**src/rtl/acc_pkg.sv**
```systemverilog
// Shared types and constants for the dual-range current accumulator.
package acc_pkg;

    localparam int ADC_W  = 12;
    localparam int ADC_FS = 4095;

    localparam int FLAG_W        = 3;
    localparam int FLAG_SAT      = 2;
    localparam int FLAG_OVF_BOTH = 1;
    localparam int FLAG_MA_USED  = 0;

    typedef enum logic [1:0] {
        IDLE  = 2'd0,
        RUN   = 2'd1,
        SNAP  = 2'd2,
        CLEAR = 2'd3
    } state_t;

    typedef logic [FLAG_W-1:0] flags_t;

    typedef struct packed {
        logic [ADC_W-1:0] ua;
        logic             ua_ovf;
        logic [ADC_W-1:0] ma;
        logic             ma_ovf;
    } sample_t;

endpackage

```
**src/rtl/acc_sequencer_if.sv**
```systemverilog
// Sample strobe, snapshot readout and LED bundle between the front end/SPI side and the sequencer.
interface acc_sequencer_if #(
    parameter int ACC_W = 40,
    parameter int CNT_W = 16
);
    import acc_pkg::*;

    logic                en;
    logic                sample_vld;
    logic [ADC_W-1:0]    ua;
    logic                ua_ovf;
    logic [ADC_W-1:0]    ma;
    logic                ma_ovf;
    logic                snap_req;
    logic                clr_req;
    logic                snap_ack;
    logic [ACC_W-1:0]    snap_sum;
    logic [CNT_W-1:0]    snap_cnt;
    logic [FLAG_W-1:0]   snap_flags;
    logic                led_1;
    logic                led_2;
    logic                led_3;

    modport master (
        output en, sample_vld, ua, ua_ovf, ma, ma_ovf, snap_req, clr_req,
        input  snap_ack, snap_sum, snap_cnt, snap_flags, led_1, led_2, led_3
    );

    modport slave (
        input  en, sample_vld, ua, ua_ovf, ma, ma_ovf, snap_req, clr_req,
        output snap_ack, snap_sum, snap_cnt, snap_flags, led_1, led_2, led_3
    );

endinterface

```
**src/rtl/acc_range_select.sv**
```systemverilog
// Stage 1: picks uA or mA conversion from the overflow flags and scales to uA LSBs.
// Latency: 1 cycle from accepted strobe to s1_vld.
// Backpressure: none; every accepted strobe is registered.
module acc_range_select
    import acc_pkg::*;
#(
    parameter int MA_SHIFT = 10,
    parameter int VAL_W    = ADC_W + MA_SHIFT
) (
    input  logic             acc_clk,
    input  logic             reset,
    input  logic             accept,
    input  sample_t          sample,
    output logic             s1_vld,
    output logic [VAL_W-1:0] s1_value,
    output logic             s1_ma_used,
    output logic             s1_ovf_both
);

    logic [VAL_W-1:0] value_d;
    logic             ma_used_d;
    logic             ovf_both_d;

    always_comb begin
        value_d    = '0;
        ma_used_d  = 1'b0;
        ovf_both_d = 1'b0;
        if (!sample.ua_ovf) begin
            value_d = VAL_W'(sample.ua);
        end else if (!sample.ma_ovf) begin
            value_d   = VAL_W'(sample.ma) << MA_SHIFT;
            ma_used_d = 1'b1;
        end else begin
            // Both ranges clipped: report mA full scale as the best lower bound.
            value_d    = VAL_W'(ADC_FS) << MA_SHIFT;
            ovf_both_d = 1'b1;
        end
    end

    always_ff @(posedge acc_clk or negedge reset) begin
        if (!reset) begin
            s1_vld      <= 1'b0;
            s1_value    <= '0;
            s1_ma_used  <= 1'b0;
            s1_ovf_both <= 1'b0;
        end else begin
            s1_vld      <= accept;
            s1_value    <= accept ? value_d : '0;
            s1_ma_used  <= accept & ma_used_d;
            s1_ovf_both <= accept & ovf_both_d;
        end
    end

endmodule

```
**src/rtl/acc_sequencer.sv**
```systemverilog
// Dual-range current accumulator sequencer: windowed accumulation, snapshot freeze, status LEDs.
// Latency: sample in accumulator 2 cycles after strobe; snap_ack 2 cycles after a snapshot trigger.
// Backpressure: none; snap_req is a level acknowledged once. ACC_SATURATE_EN clamps instead of wrapping.
module acc_sequencer
    import acc_pkg::*;
#(
    parameter int ACC_W      = 40,
    parameter int MA_SHIFT   = 10,
    parameter int WINDOW_LEN = 1000,
    parameter int CNT_W      = 16
) (
    input  logic            acc_clk,
    input  logic            reset,
    acc_sequencer_if.slave  bus
);

    localparam int               VAL_W    = ADC_W + MA_SHIFT;
    localparam logic [CNT_W-1:0] CNT_MAX  = '1;
    localparam logic [CNT_W-1:0] WIN_LAST = CNT_W'(WINDOW_LEN - 1);
    localparam bit               AUTO_WIN = (WINDOW_LEN != 0);

    state_t             state;
    state_t             state_nxt;
    logic [ACC_W-1:0]   acc;
    logic [CNT_W-1:0]   cnt;
    flags_t             flags;
    logic [ACC_W-1:0]   snap_sum;
    logic [CNT_W-1:0]   snap_cnt;
    flags_t             snap_flags;
    logic               snap_ack;
    logic               served;

    sample_t            sample;
    logic               s1_vld;
    logic [VAL_W-1:0]   s1_value;
    logic               s1_ma_used;
    logic               s1_ovf_both;

    logic               fresh;
    logic [ACC_W-1:0]   acc_base;
    logic [CNT_W-1:0]   cnt_base;
    flags_t             flags_base;
    logic [ACC_W:0]     sum_ext;
    logic [ACC_W-1:0]   acc_add;
    logic [CNT_W-1:0]   cnt_add;
    flags_t             flags_add;
    logic               win_end;
    logic               snap_cond;

    assign sample = '{ua: bus.ua, ua_ovf: bus.ua_ovf, ma: bus.ma, ma_ovf: bus.ma_ovf};

    acc_range_select #(.MA_SHIFT(MA_SHIFT)) u_range_select (
        .acc_clk     (acc_clk),
        .reset       (reset),
        .accept      (bus.en & bus.sample_vld),
        .sample      (sample),
        .s1_vld      (s1_vld),
        .s1_value    (s1_value),
        .s1_ma_used  (s1_ma_used),
        .s1_ovf_both (s1_ovf_both)
    );

    // SNAP and CLEAR start a fresh window, so an add landing in that cycle opens it.
    assign fresh = (state == SNAP) || (state == CLEAR);

    always_comb begin
        acc_base   = fresh ? '0 : acc;
        cnt_base   = fresh ? '0 : cnt;
        flags_base = fresh ? '0 : flags;
        sum_ext    = {1'b0, acc_base} + {{(ACC_W + 1 - VAL_W){1'b0}}, s1_value};
        acc_add    = acc_base;
        cnt_add    = cnt_base;
        flags_add  = flags_base;
        if (s1_vld) begin
            cnt_add                  = (cnt_base == CNT_MAX) ? cnt_base : cnt_base + CNT_W'(1);
            flags_add[FLAG_MA_USED]  = flags_base[FLAG_MA_USED] | s1_ma_used;
            flags_add[FLAG_OVF_BOTH] = flags_base[FLAG_OVF_BOTH] | s1_ovf_both;
            acc_add                  = sum_ext[ACC_W-1:0];
            if (sum_ext[ACC_W]) begin
                flags_add[FLAG_SAT] = 1'b1;
`ifdef ACC_SATURATE_EN
                acc_add = '1;
`else
                acc_add = sum_ext[ACC_W-1:0];
`endif
            end
        end
    end

    // The sample that brings the count to WINDOW_LEN closes the window it belongs to.
    assign win_end   = AUTO_WIN && s1_vld && (cnt_base == WIN_LAST);
    assign snap_cond = (bus.snap_req && !served) || win_end;

    always_ff @(posedge acc_clk or negedge reset) begin
        if (!reset) begin
            state <= IDLE;
        end else begin
            state <= state_nxt;
        end
    end

    always_comb begin
        state_nxt = state;
        if (snap_cond) begin
            state_nxt = SNAP;
        end else if (bus.clr_req) begin
            state_nxt = CLEAR;
        end else if (bus.en) begin
            state_nxt = RUN;
        end else begin
            state_nxt = IDLE;
        end
    end

    always_ff @(posedge acc_clk or negedge reset) begin
        if (!reset) begin
            acc        <= '0;
            cnt        <= '0;
            flags      <= '0;
            snap_sum   <= '0;
            snap_cnt   <= '0;
            snap_flags <= '0;
            snap_ack   <= 1'b0;
            served     <= 1'b0;
        end else begin
            acc      <= acc_add;
            cnt      <= cnt_add;
            flags    <= flags_add;
            snap_ack <= 1'b0;
            if (state == SNAP) begin
                snap_sum   <= acc;
                snap_cnt   <= cnt;
                snap_flags <= flags;
                snap_ack   <= 1'b1;
            end
            // Marked on the transition edge so a held request cannot retrigger from SNAP.
            if (!bus.snap_req) begin
                served <= 1'b0;
            end else if (state_nxt == SNAP) begin
                served <= 1'b1;
            end
        end
    end

    assign bus.snap_ack   = snap_ack;
    assign bus.snap_sum   = snap_sum;
    assign bus.snap_cnt   = snap_cnt;
    assign bus.snap_flags = snap_flags;
    assign bus.led_1      = (state == RUN);
    assign bus.led_2      = flags[FLAG_MA_USED];
    assign bus.led_3      = flags[FLAG_OVF_BOTH];

endmodule

```
**src/flat_wrapper.sv**
```systemverilog
// flat-port wrapper written by rule: the top's interface ports become plain ports
module acc_sequencer_flat import acc_pkg::*;
#(
    parameter int ACC_W      = 40,
    parameter int MA_SHIFT   = 10,
    parameter int WINDOW_LEN = 1000,
    parameter int CNT_W      = 16
)
  (acc_clk, reset, bus_en, bus_sample_vld, bus_ua, bus_ua_ovf, bus_ma, bus_ma_ovf, bus_snap_req, bus_clr_req, bus_snap_ack, bus_snap_sum, bus_snap_cnt, bus_snap_flags, bus_led_1, bus_led_2, bus_led_3);
  acc_sequencer_if #(.ACC_W(ACC_W), .CNT_W(CNT_W)) bus_i ();
  input  logic acc_clk;
  input  logic reset;
  input wire logic [$bits(bus_i.en)-1:0] bus_en;
  input wire logic [$bits(bus_i.sample_vld)-1:0] bus_sample_vld;
  input wire logic [$bits(bus_i.ua)-1:0] bus_ua;
  input wire logic [$bits(bus_i.ua_ovf)-1:0] bus_ua_ovf;
  input wire logic [$bits(bus_i.ma)-1:0] bus_ma;
  input wire logic [$bits(bus_i.ma_ovf)-1:0] bus_ma_ovf;
  input wire logic [$bits(bus_i.snap_req)-1:0] bus_snap_req;
  input wire logic [$bits(bus_i.clr_req)-1:0] bus_clr_req;
  output wire logic [$bits(bus_i.snap_ack)-1:0] bus_snap_ack;
  output wire logic [$bits(bus_i.snap_sum)-1:0] bus_snap_sum;
  output wire logic [$bits(bus_i.snap_cnt)-1:0] bus_snap_cnt;
  output wire logic [$bits(bus_i.snap_flags)-1:0] bus_snap_flags;
  output wire logic [$bits(bus_i.led_1)-1:0] bus_led_1;
  output wire logic [$bits(bus_i.led_2)-1:0] bus_led_2;
  output wire logic [$bits(bus_i.led_3)-1:0] bus_led_3;
  assign bus_i.en = bus_en;
  assign bus_i.sample_vld = bus_sample_vld;
  assign bus_i.ua = bus_ua;
  assign bus_i.ua_ovf = bus_ua_ovf;
  assign bus_i.ma = bus_ma;
  assign bus_i.ma_ovf = bus_ma_ovf;
  assign bus_i.snap_req = bus_snap_req;
  assign bus_i.clr_req = bus_clr_req;
  assign bus_snap_ack = bus_i.snap_ack;
  assign bus_snap_sum = bus_i.snap_sum;
  assign bus_snap_cnt = bus_i.snap_cnt;
  assign bus_snap_flags = bus_i.snap_flags;
  assign bus_led_1 = bus_i.led_1;
  assign bus_led_2 = bus_i.led_2;
  assign bus_led_3 = bus_i.led_3;
  acc_sequencer #(.ACC_W(ACC_W), .MA_SHIFT(MA_SHIFT), .WINDOW_LEN(WINDOW_LEN), .CNT_W(CNT_W)) u_core (.acc_clk(acc_clk), .reset(reset), .bus(bus_i));
endmodule
```
**config.mk**
```make
export PLATFORM = sky130hd
export DESIGN_NAME = acc_sequencer_flat
export DESIGN_NICKNAME = d
export VERILOG_FILES = /design/src/rtl/acc_pkg.sv /design/src/rtl/acc_sequencer_if.sv /design/src/rtl/acc_range_select.sv /design/src/rtl/acc_sequencer.sv /design/src/flat_wrapper.sv
export SDC_FILE = /design/constraint.sdc
export NUM_CORES = 1
export LEC_CHECK = 0
export ABC_AREA = 0
export CAP_MARGIN = 20
export CELL_PAD_IN_SITES_DETAIL_PLACEMENT = 2
export CELL_PAD_IN_SITES_GLOBAL_PLACEMENT = 2
export CORE_UTILIZATION = 39
export CTS_CLUSTER_DIAMETER = 80
export DETAILED_ROUTE_END_ITERATION = 12
export GPL_TIMING_DRIVEN = 0
export PLACE_DENSITY = 0.84
export SLEW_MARGIN = 20
export SYNTH_ARGS = -nofsm -noshare
export SYNTH_HDL_FRONTEND = slang
export SYNTH_HIERARCHICAL = 1
export SYNTH_SLANG_ARGS = --single-unit
```
**constraint.sdc**
```tcl
create_clock -name acc_clk -period 6.8 [get_ports acc_clk]
set_input_delay 1.36 -clock acc_clk [delete_from_list [all_inputs] [get_ports acc_clk]]
set_output_delay 1.36 -clock acc_clk [all_outputs]
set_load 0.02 [all_outputs]
```
# After elaboration in Yosys (flattened, before gate mapping)
# Cells that the tools add are included.
# Widths: inputs -> output; s select.
[word_totals]
reg_bits = 147
latch_bits = 0
mem_bits_rw = 0
mem_bits_ro = 0
input_bits = 32
word_cells = 53
memories = 0
[classes]
addsub = 2
mul = 0
div_mod_pow = 0
magnitude_cmp = 0
eq_ne = 7
shifts = 0
n_mux = 21
n_bitwise = 5
n_reduce_logical = 5
[ops]
columns = ["op", "count"]
rows = [
  ["$mux 40", 2],
  ["$mux 22", 3],
  ["$mux 16", 3],
  ["$add 40x22->41", 1],
  ["$add 16x1->16 const B", 1],
  ["$eq 16x10->1 const B", 1],
  ["$eq 16x16->1 const B", 1],
  ["$mux 1", 9],
  ["$eq 2x2->1 const B", 3],
  ["$mux 3", 2],
  ["$mux 2", 2],
  ["$and 1x1->1", 3],
  ["$eq 2x1->1 const B", 1],
  ["$logic_and 1x1->1", 2],
  ["$logic_or 1x1->1", 2],
  ["$ne 2x1->1 const B", 1],
  ["$or 1x1->1", 2],
  ["$logic_not 1->1", 1],
]

# Logic depth before layout (Yosys ltp)
# Gate-level depths: netlist of run 1.
[logic_depth]
depth_word = 10
ltp_mapped = 13
depth_no_buf = 11

# Hierarchy
# Netlist of run 1, hierarchy kept.
[modules_own_cells]
columns = ["mod", "n_inst", "cells_each", "area_each_um2"]
rows = [
  ["acc_sequencer", 1, 600, 6502.5],
  ["acc_range_select", 1, 67, 838.3],
]

# Worst setup path before layout of run 1
# OpenSTA, ideal clock, no wires.
[synth_timing]
kind = "register to register"
from = "register u_core.state[1]"
to = "register u_core.acc[26]"
arrival_ps = 3054
t_required_ps = 6720
path_slack_ps = 3666
stages_incl_launch_ff = 14
synth_period_minus_slack_ps = 3134
path_cell_list = "dfrtp_1 clkbuf_1 inv_1 clkbuf_1 nand2_1 fa_1 and2b_1 o211ai_2 a31oi_4 a311oi_2 o21a_1 buf_4 nor4_2 xnor2_1"
[synth_via]
elab_chain_len = 5
elab_cells_between_ends = 6
classes_between = "1 x add/sub; 2 x eq/ne; 2 x mux; 1 x reduce/logical"
[synth_rtl]
columns = ["item", "line", "source"]
rows = [
  ["from (decl)", "acc_sequencer.sv:22", "state_t state;"],
  ["from (signal assigned)", "acc_sequencer.sv:98", "state <= state_nxt;"],
  ["$eq 2x2->1", "acc_sequencer.sv:64", "assign fresh = (state == SNAP) || (state == CLEAR);"],
  ["$logic_or 1x1->1 (*)", "acc_sequencer.sv:64", ""],
  ["$mux 40 (*)", "acc_sequencer.sv:67", "acc_base = fresh ? '0 : acc;"],
  ["$add 40x22->41", "acc_sequencer.sv:70", "sum_ext = {1'b0, acc_base} + {{(ACC_W + 1 - VAL_W){1'b0}}, s1_value};"],
  ["$mux 40 (*)", "acc_sequencer.sv:74", "if (s1_vld) begin"],
  ["named net u_core.acc_add[26]", "acc_sequencer.sv:44", "logic [ACC_W-1:0] acc_add;"],
  ["to (signal assigned)", "acc_sequencer.sv:117", "acc <= '0;"],
  ["to (signal assigned)", "acc_sequencer.sv:126", "acc <= acc_add;"],
  ["to (decl)", "acc_sequencer.sv:24", "logic [ACC_W-1:0] acc;"],
]
# Mark *: on every way through the listed nets, which the timed path passes. The rest lies on a longest branch.
# A chain may end at the register's enable or synchronous reset.

# Worst setup path after layout of run 1
[layout_timing]
from = "register u_core.state[1]"
to = "register u_core.acc[39]"
# The elaborated chain is that of the path after synthesis.

==> results of run 1 <==
## per-stage QoR
step | setup TNS (ns) | util
after floorplan | 0 | -
after global placement | -199.02 | 0.471
after detailed placement | 0 | 0.472
after CTS | 0 | 0.506
after global routing | 0 | 0.506
final | 0 | 0.506
## power breakdown
group          internal, W  switching (W)  leakage, nW
clock network     0.000629       0.000367        0.299
logic            0.0000703      0.0000968         1.88
registers         0.000894      0.0000120         2.02
## logic make-up after synthesis
group	after synthesis	synth area share
DFF	147	0.501
and+or+nand+nor	239	0.170
xor gates and xnor gates	43	0.0513
adders and majority gates	24	0.0419
AOI/OAI and AO/OA	95	0.0941
muxes	76	0.116
buffers and inverters	43	0.0247
## flip-flops by register name (all words and copies together), names as in the netlist
| name | count |
|---|---|
| u_core/flags | 3 |
| u_core/u_range_select/s1_ma_used | 1 |
| u_core/state | 2 |
| u_core/served | 1 |
| u_core/bus.snap_cnt | 16 |
| u_core/u_range_select/s1_ovf_both | 1 |
| u_core/acc | 40 |
| u_core/bus.snap_flags | 3 |
| u_core/bus.snap_sum | 40 |
| u_core/u_range_select/s1_vld | 1 |
| u_core/bus.snap_ack | 1 |
| u_core/u_range_select/s1_value | 22 |
| u_core/cnt | 16 |
## worst max-delay path by stage
stage / to / slack, ns / cells after the start
global placement: u_core/u_range_select/s1_value[20] / -1.37 / 1
detailed placement: u_core/acc[39] / 2.45 / 11
finish: u_core/acc[39] / 2.40 / 11
floorplan: u_core/acc[26] / 3.67 / 13
global route: u_core/acc[39] / 2.02 / 11
CTS: u_core/acc[39] / 2.34 / 11
## metal layers
layer,share of wire,GRT usage
met2,0.52,0.427
met5,0,0
met1,0.43,0.283
met3,0.028,0.0459
met4,0.019,0.0860
## cell usage in the layout, fill, tap and decap left out, drive strengths merged, types with 3 or more instances in the layout
cell type / instances
a211oi: 6
a21o: 7
a21oi: 25
a31oi: 4
and2: 16
and3: 13
buf: 12
bufinv: 4
clkbuf: 40
clkdlybuf4s50: 93
clkinv: 4
dfrtp: 147
ha: 23
inv: 14
mux2: 75
nand2: 50
nand2b: 4
nand3: 21
nand4: 9
nor2: 53
nor2b: 35
nor3: 13
nor4: 6
o211ai: 3
o21a: 6
o21ai: 24
o311ai: 3
o31ai: 3
or2: 4
or3: 5
xnor2: 29
xor2: 14
## cell type report
class,count,area (um^2),area share
well taps,229,287,0.0311
clock buffers,21,460,0.0500
inverters,14,52.6,0.00570
repair buffers,95,973,0.106
plain buffers,29,129,0.0140
multi-input cells,477,3480,0.378
clock inverters,9,155,0.0168
flip-flops and latches,147,3680,0.399
==> impl_metrics.env, run 1 <==
export IMPL_crit_type="flop to flop"
export IMPL_place_inst=991
export IMPL_cts_buffer_depth=2
export IMPL_fill_cells=1832
export IMPL_clk_latency_ns=0.43
export IMPL_grt_max_degree=75
export IMPL_yosysWarningCount=6
export IMPL_yosysTopAreaCell="dfrtp_1"
export IMPL_die_w_um=139
export IMPL_status="finished with violations"
export IMPL_min_path_cells=1
export IMPL_port_buffers=94
export IMPL_slew_headroom=0.432
export IMPL_route_final_wire_length_mm=21.9
export IMPL_total_power_w=0.00207
export IMPL_yosys_register_bits=147
export IMPL_fin_crit_sh=0.647
export IMPL_place_detailed_hpwl_mm=15.6
export IMPL_worst_pin_slew_ns=0.852
export IMPL_wl_per_cell_um=21.5
export IMPL_start_util=0.403
export IMPL_power_leakage_nw=4.20
export IMPL_vdd_drop_max_mv=0.178
export IMPL_end_kind="flop"
export IMPL_cp_slowest_cell="clkbuf_1"
export IMPL_synth_area_leaders="dfrtp_1 (50%), mux2_2 (12%), ha_1 (3.9%)"
export IMPL_grtUsageTotal=0.238
export IMPL_synth_edf_count=0
export IMPL_ys_seq_area_frac=0.501
export IMPL_start_kind="flop"
export IMPL_fin_skew_ns=0.00767
export IMPL_max_stage_delay_ns=0.70
export IMPL_setup_violations=0
export IMPL_drive_gt1_frac=0.176
export IMPL_cts_root_buf="clkbuf_16"
export IMPL_grt_pass1_vias=6549
export IMPL_violations="DRC"
export IMPL_synth_cells=667
export IMPL_synth_top_cell_area_share=0.501
export IMPL_area_growth_pct=25.5
export IMPL_post_place_ws_ns=2.45
export IMPL_cp_top_family="simple AND/OR/NAND/NOR gates"
export IMPL_drc=8
export IMPL_worstHoldEndpoint="u_core/bus.snap_sum[4]"
export IMPL_crit_fanout=10
export IMPL_initialDrtViolationCount=270
export IMPL_crit_top_cell="clkbuf_1"
export IMPL_r2r_start="u_core/state[1]"
export IMPL_ctsResizeCount=0
export IMPL_cts_tree="done"
export IMPL_dieArea_um2=19400
export IMPL_synth_cell_type_count=69
export IMPL_powerDensity_nw_per_um2=225
export IMPL_gr_total_overflow=0
export IMPL_fin_nets=837
export IMPL_syn_area_um2=7340
export IMPL_clk_pin_slew_ns=0.06
export IMPL_fmax_mhz=227
export IMPL_stdcell_area_um2=9220
export IMPL_rsz0062_at_grt="no"
export IMPL_row_count=49
export IMPL_arrival_ns=4.74
export IMPL_core_area_um2=18200
export IMPL_hold_viol=0
export IMPL_synth_area_per_cell_um2=11.0
export IMPL_hp_class="flop to flop"
export IMPL_setup_slack_ns=2.40
export IMPL_vias=5628
export IMPL_synth_most_common_cell="dfrtp_1"
export IMPL_antenna_cells=0
export IMPL_worst_r2r_path_depth=11
export IMPL_via_per_inst=5.51
export IMPL_path_buf_inv=2
export IMPL_numCtsBuffers=17
export IMPL_hold_ws_ns=0.507
export IMPL_hold_start="u_core/bus.snap_sum[4]"
export IMPL_maxCapViolCount=0
export IMPL_critPathRequiredTime_ns=7.14
export IMPL_cts_hold_buf=0
export IMPL_critPathLaunch="u_core/state[1]"
export IMPL_worstPathCellList="clkbuf_1 -> clkbuf_1 -> nor2b_1 -> ha_1 -> nand2_1 -> nor4_1 -> o311ai_1 -> a31oi_1 -> o21ai_1 -> or3_1 -> a21oi_1"
export IMPL_synth_nets=723
export IMPL_drt_first_pass_iters=8
export IMPL_reg2reg_slack_ns=2.40
export IMPL_final_cells=1021
export IMPL_place_congestion=0.866
export IMPL_die_h_um=139
export IMPL_reg2reg_to="u_core/acc[39]"
export IMPL_drv_slew=0
export IMPL_antenna_found_initial=0
export IMPL_ant_nets=0
export IMPL_finalCriticalPeriod_ns=4.40
export IMPL_htree_levels=4
export IMPL_cts_setup_buffers=0
export IMPL_synthFlopType="dfrtp_1"
export IMPL_io_pins=95
export IMPL_grt_first_pass_wirelength_mm=35.6
export IMPL_async_reset_ff_frac=1.00
export IMPL_place_area_um2=8600
export IMPL_cts_sinks=147
export IMPL_ys_top_cells_by_count="dfrtp_1 (147), mux2_2 (75), nor2_1 (53), nand2_1 (49), nor2b_1 (34)"
Power figures use the tool's default switching activity.
==> run 2, diff against run 1 <==
--- a/config.mk
+++ b/config.mk
@@ -9,11 +9,11 @@
 export CAP_MARGIN = 20
 export CELL_PAD_IN_SITES_DETAIL_PLACEMENT = 2
 export CELL_PAD_IN_SITES_GLOBAL_PLACEMENT = 2
-export CORE_UTILIZATION = 39
+export CORE_UTILIZATION = 36
 export CTS_CLUSTER_DIAMETER = 80
 export DETAILED_ROUTE_END_ITERATION = 12
 export GPL_TIMING_DRIVEN = 0
-export PLACE_DENSITY = 0.84
+export PLACE_DENSITY = 0.78
 export SLEW_MARGIN = 20
 export SYNTH_ARGS = -nofsm -noshare
 export SYNTH_HDL_FRONTEND = slang
==> constraint.sdc (replaced) <==
create_clock -name acc_clk -period 4.3 [get_ports acc_clk]
set_input_delay 0.86 -clock acc_clk [delete_from_list [all_inputs] [get_ports acc_clk]]
set_output_delay 0.86 -clock acc_clk [all_outputs]
set_load 0.02 [all_outputs]
==> run 2 against run 1 <==
The flow now finishes without violations. Clock power up 55%. Critical path depth unchanged. Utilization down 3.7 points. Sequential share of layout area down 0.14 points. Critical endpoint unchanged. Highest routed layer unchanged.
==> impl_metrics.env, run 2 (same netlist as run 1, synthesis figures left out) <==
export IMPL_io_pins=95
export IMPL_arrival_ns=4.25
export IMPL_initialDrtViolationCount=219
export IMPL_fin_util=0.469
export IMPL_drv_slew=0
export IMPL_vdd_drop_max_mv=0.269
export IMPL_area_growth_pct=26.0
export IMPL_p_clk_frac=0.476
export IMPL_drt_first_pass_iters=4
export IMPL_via_per_inst=5.26
export IMPL_die_w_um=145
export IMPL_final_cells=1057
export IMPL_max_stage_delay_ns=0.50
export IMPL_worstPathCellList="clkbuf_2 -> clkbuf_1 -> nor2b_1 -> ha_1 -> nand2_1 -> nor4_1 -> o311ai_1 -> a31oi_1 -> o21ai_1 -> or3_1 -> a21oi_1"
export IMPL_status="finished clean"
export IMPL_route_final_wire_length_mm=20.9
export IMPL_maxCapViolCount=0
export IMPL_cts_tree="done"
export IMPL_row_count=51
export IMPL_fin_nets=836
export IMPL_slew_headroom=0.455
export IMPL_fmax_mhz=256
export IMPL_port_buffers=94
export IMPL_grt_max_degree=89
export IMPL_crit_type="flop to flop"
export IMPL_end_kind="flop"
export IMPL_final_common_cell="dfrtp_1"
export IMPL_worst_pin_slew_ns=0.818
export IMPL_cp_slowest_cell="dfrtp_1"
export IMPL_start_util=0.372
export IMPL_worst_r2r_path_depth=11
export IMPL_cts_hold_buf=0
export IMPL_finalCriticalPeriod_ns=3.91
export IMPL_final_cell_mix="dfrtp_1 (147), clkdlybuf4s50_1 (93), mux2_2 (75)"
export IMPL_critPathRequiredTime_ns=4.64
export IMPL_p_seq_frac=0.444
export IMPL_antenna_cells=0
export IMPL_switchingPower_w=0.000749
export IMPL_drc=0
export IMPL_grtUsageTotal=0.219
export IMPL_die_h_um=145
export IMPL_cts_buffer_depth=2
export IMPL_crit_fanout=10
export IMPL_clk_pin_slew_ns=0.06
export IMPL_antenna_found_initial=0
export IMPL_grt_pass1_vias=6144
export IMPL_post_place_ws_ns=0.0141
export IMPL_powerDensity_nw_per_um2=349
export IMPL_multi_input_area_um2=3480
export IMPL_p_sw_frac=0.232
export IMPL_fin_crit_sh=0.908
export IMPL_htree_levels=4
export IMPL_cts_root_buf="clkbuf_16"
export IMPL_place_congestion=0.831
export IMPL_start_kind="flop"
export IMPL_gr_total_overflow=0
export IMPL_drive_gt1_frac=0.179
export IMPL_vias=5563
export IMPL_fill_cells=1978
export IMPL_cts_sinks=147
export IMPL_rsz0062_at_grt="no"
export IMPL_place_inst=1027
export IMPL_power_leakage_nw=4.20
export IMPL_numCtsBuffers=17
export IMPL_clk_latency_ns=0.43
export IMPL_regArea_um2=3680
export IMPL_core_area_um2=19700
export IMPL_top_regs="u_core/acc (40), u_core/bus.snap_sum (40), u_core/u_range_select/s1_value (22)"
export IMPL_ant_nets=0
export IMPL_grt_first_pass_wirelength_mm=34.4
export IMPL_place_detailed_hpwl_mm=15.0
export IMPL_cts_setup_buffers=0
export IMPL_hold_viol=0
export IMPL_setup_violations=0
export IMPL_setup_slack_ns=0.395
export IMPL_p_comb_frac=0.081
export IMPL_hp_class="input pin to asynchronous set/reset pin"
export IMPL_fin_skew_ns=0.0115
export IMPL_dieArea_um2=21000
export IMPL_p_int_w=0.00248
export IMPL_wl_per_cell_um=19.8
==> run 2: cell types whose count changed in the layout (fill, tap and decap cells not counted) <==
cell,before,now
clkbuf_2,0,2
clkinvlp_4,1,2
clkinv_4,2,1
clkbuf_8,2,3
clkinv_2,2,3
bufinv_16,4,3
clkbuf_1,21,18
==> run 2: stage by stage <==
step                hold slack, ns  total power (W)  area (um^2)  setup TNS (ns)
floorplan                    0.430          0.00158         7340               0
global placement             0.452          0.00171         8610         -510.44
detailed placement           0.450          0.00172         8650               0
CTS                          0.372          0.00327         9250               0
global route                 0.381          0.00336         9250               0
finish                       0.360          0.00323         9250               0
==> run 2: path summary, 6_finish.rpt <==
| path | start | to | slack [ns] |
|---|---|---|---|
| max in group asynchronous | reset | u_core/u_range_select/s1_value[12] | 3.14 |
| hold reg to reg | u_core/u_range_select/s1_ma_used | u_core/flags[0] | 0.47 |
| setup reg to reg | u_core/state[1] | u_core/acc[39] | 0.39 |
| min in group acc_clk | u_core/u_range_select/s1_ma_used | u_core/flags[0] | 0.47 |
| setup / recovery | u_core/state[1] | u_core/acc[39] | 0.39 |
| hold / removal | reset | u_core/bus.snap_cnt[8] | 0.36 |
==> run 2: power groups by stage <==
stage | combinational, W | clock, W | sequential [W]
6_report | 0.000261 | 0.00154 | 0.00143
2_1_floorplan | 0.000112 | 0 | 0.00147
3_3_place_gp | 0.000250 | 0 | 0.00146
5_1_grt | 0.000286 | 0.00163 | 0.00144
4_1_cts | 0.000267 | 0.00157 | 0.00143
3_5_place_dp | 0.000263 | 0 | 0.00146
==> run 2: what timing repair did <==
action	in CTS	in global routing
setup endpoints to repair	2	19
gates resized for setup	1	2
hold endpoints to repair	0	0
==> run 2: metal layers <==
layer / vias to the layer above / part of all wire / wire (um) / GRT usage
li1: 2556 / - / - / -
met1: 2891 / 0.44 / 9210 / 0.277
met2: 92 / 0.52 / 10800 / 0.384
met3: 24 / 0.026 / 536 / 0.0309
met4: 0 / 0.016 / 335 / 0.0687
met5: - / 0 / 0 / 0
==> run 2: layout make-up <==
cell class                      count  area share
Multi-Input combinational cell    477       0.376
Clock inverter                      9      0.0139
Inverter                           14     0.00568
Sequential cell                   147       0.398
Buffer                             28      0.0138
Clock buffer                       22      0.0513
Tap cell                          265      0.0359
Timing Repair Buffer               95       0.105
==> run 2: worst max-delay path: cells and delay by family, from the launching register on <==
| family | cells | cell delay [ns] |
|---|---|---|
| fa+ha+maj | 1 | 0.43 |
| flops | 1 | 0.50 |
| buf+inv | 2 | 0.78 |
| compound gates | 4 | 0.96 |
| simple gates | 4 | 1.14 |
==> run 3, diff against run 2 <==
--- a/config.mk
+++ b/config.mk
@@ -10,6 +10,7 @@
 export CELL_PAD_IN_SITES_DETAIL_PLACEMENT = 2
 export CELL_PAD_IN_SITES_GLOBAL_PLACEMENT = 2
 export CORE_UTILIZATION = 36
+export CTS_BUF_LIST = sky130_fd_sc_hd__clkbuf_16
 export CTS_CLUSTER_DIAMETER = 80
 export DETAILED_ROUTE_END_ITERATION = 12
 export GPL_TIMING_DRIVEN = 0
==> run 3 against run 2 <==
Clock skew is 0.0017 ns lower. Highest routed layer unchanged. Critical path type unchanged. Critical endpoint unchanged. Hold slack worse by 0.0018 ns. Die area stayed put. Count of clock-buffer cells in the layout is 5 lower. Cell area is 0.32% lower. Worst setup slack better by 0.028 ns. Critical path depth stayed put.
==> impl_metrics.env, run 3 (same netlist as run 1, synthesis figures left out) <==
export IMPL_dieArea_um2=21000
export IMPL_reg2reg_to="u_core/acc[39]"
export IMPL_setup_slack_ns=0.423
export IMPL_fin_nets=836
export IMPL_place_congestion=0.831
export IMPL_grt_first_pass_wirelength_mm=34.3
export IMPL_antenna_cells=0
export IMPL_grtUsageTotal=0.219
export IMPL_top_regs="u_core/acc (40), u_core/bus.snap_sum (40), u_core/u_range_select/s1_value (22)"
export IMPL_fill_cells=1982
export IMPL_use_met1=0.277
export IMPL_arrival_ns=4.22
export IMPL_port_buffers=94
export IMPL_reg2reg_slack_ns=0.42
export IMPL_final_common_cell="dfrtp_1"
export IMPL_start_kind="flop"
export IMPL_vdd_drop_max_mv=0.270
export IMPL_crit_fanout=10
export IMPL_clk_latency_ns=0.43
export IMPL_vias=5551
export IMPL_area_growth_pct=25.6
export IMPL_drive_gt1_frac=0.176
export IMPL_fin_skew_ns=0.00975
export IMPL_final_cell_mix="dfrtp_1 (147), clkdlybuf4s50_1 (93), mux2_2 (75)"
export IMPL_drv_slew=0
export IMPL_cts_buffer_depth=2
export IMPL_critPathLaunch="u_core/state[1]"
export IMPL_fmax_mhz=258
export IMPL_grt_pass1_vias=6191
export IMPL_cts_sinks=147
export IMPL_numCtsBuffers=17
export IMPL_final_cells=1057
export IMPL_place_detailed_hpwl_mm=15.0
export IMPL_hold_ws_ns=0.358
export IMPL_crit_type="flop to flop"
export IMPL_rsz0062_at_grt="no"
export IMPL_grt_max_degree=89
export IMPL_post_place_ws_ns=0.0141
export IMPL_die_w_um=145
export IMPL_hp_class="input pin to asynchronous set/reset pin"
export IMPL_start_util=0.372
export IMPL_r2r_start="u_core/state[1]"
export IMPL_worst_r2r_path_depth=11
export IMPL_htree_levels=4
export IMPL_wl_per_cell_um=19.8
export IMPL_drc=0
export IMPL_cts_tree="done"
export IMPL_die_h_um=145
export IMPL_route_final_wire_length_mm=20.9
export IMPL_maxCapViolCount=0
export IMPL_initialDrtViolationCount=268
export IMPL_end_kind="flop"
export IMPL_power_leakage_nw=4.19
export IMPL_antenna_found_initial=0
export IMPL_slew_headroom=0.444
export IMPL_drt_first_pass_iters=4
export IMPL_hold_viol=0
export IMPL_worst_pin_slew_ns=0.835
export IMPL_grt_util_met2=0.385
export IMPL_io_pins=95
export IMPL_clk_pin_slew_ns=0.06
export IMPL_gr_total_overflow=0
export IMPL_cts_root_buf="clkbuf_16"
export IMPL_via_per_inst=5.25
export IMPL_place_inst=1027
export IMPL_core_area_um2=19700
export IMPL_critPathRequiredTime_ns=4.64
export IMPL_use_met3=0.0290
export IMPL_status="finished clean"
export IMPL_fin_crit_sh=0.902
export IMPL_ant_nets=0
export IMPL_powerDensity_nw_per_um2=343
export IMPL_finalCriticalPeriod_ns=3.88
export IMPL_row_count=51
export IMPL_setup_violations=0
export IMPL_fin_util=0.467
export IMPL_grt_busiest_layer="met2"
==> run 3: changes by cell type in the layout (fill, tap and decap cells not counted), sizes merged <==
cell | before | now
clkbuf | 40 | 35
clkinv | 4 | 7
inv | 14 | 16
==> run 3: cell type report <==
type	instances	area [um^2]	share of cell area
Clock buffer	17	425	0.0462
Tap cell	265	332	0.0360
Multi-Input combinational cell	477	3480	0.378
Clock inverter	14	148	0.0160
Inverter	14	52.6	0.00570
Sequential cell	147	3680	0.399
Buffer	28	128	0.0138
Timing Repair Buffer	95	973	0.106
==> run 3: worst max path at each step <==
stage	end	slack (ns)
6_report	u_core/acc[39]	0.42
5_1_grt	u_core/acc[39]	0.12
4_1_cts	u_core/acc[28]	0.02
3_5_place_dp	u_core/acc[39]	0.01
3_3_place_gp	u_core/u_range_select/s1_value[16]	-3.48
2_1_floorplan	u_core/acc[28]	1.17
==> run 3: what timing repair did <==
action                                  4_1_cts  5_1_grt
gates resized for setup                       1        2
endpoints found under the setup margin        2       19
hold buffers                                  0        0
setup buffers                                 0        0
gates cloned                                  0        0
==> run 3: through the flow <==
stage	area (um^2)	power (W)	TNS, ns
after global routing	9220	0.00330	0
after CTS	9220	0.00321	0
after global placement	8610	0.00171	-510.44
final	9220	0.00316	0
after detailed placement	8650	0.00172	0
after floorplan	7340	0.00158	0
==> run 3: worst max-delay path: stages, from the launching register on <==
cell and delay [ns]:
dfrtp_1 0.49, clkbuf_2 0.35, clkbuf_1 0.43, nor2b_1 0.14, ha_1 0.43, nand2_1 0.22
nor4_1 0.37, o311ai_1 0.16, a31oi_1 0.38, o21ai_1 0.27, or3_1 0.39, a21oi_1 0.15
==> run 3: per-layer routing <==
metal  routed length, um  up-vias  share of wire
met5                   0        -              0
li1                    -     2554              -
met2               10900      102           0.52
met4                 278        0          0.013
met3                 612       21          0.029
met1                9190     2874           0.44
==> run 3: power by group <==
part | internal [W] | switching (W) | leakage (nW)
Clock | 0.000895 | 0.000577 | 0.283
Combinational | 0.000111 | 0.000149 | 1.88
Sequential | 0.00141 | 0.0000182 | 2.02
Total | 0.00242 | 0.000744 | 4.19
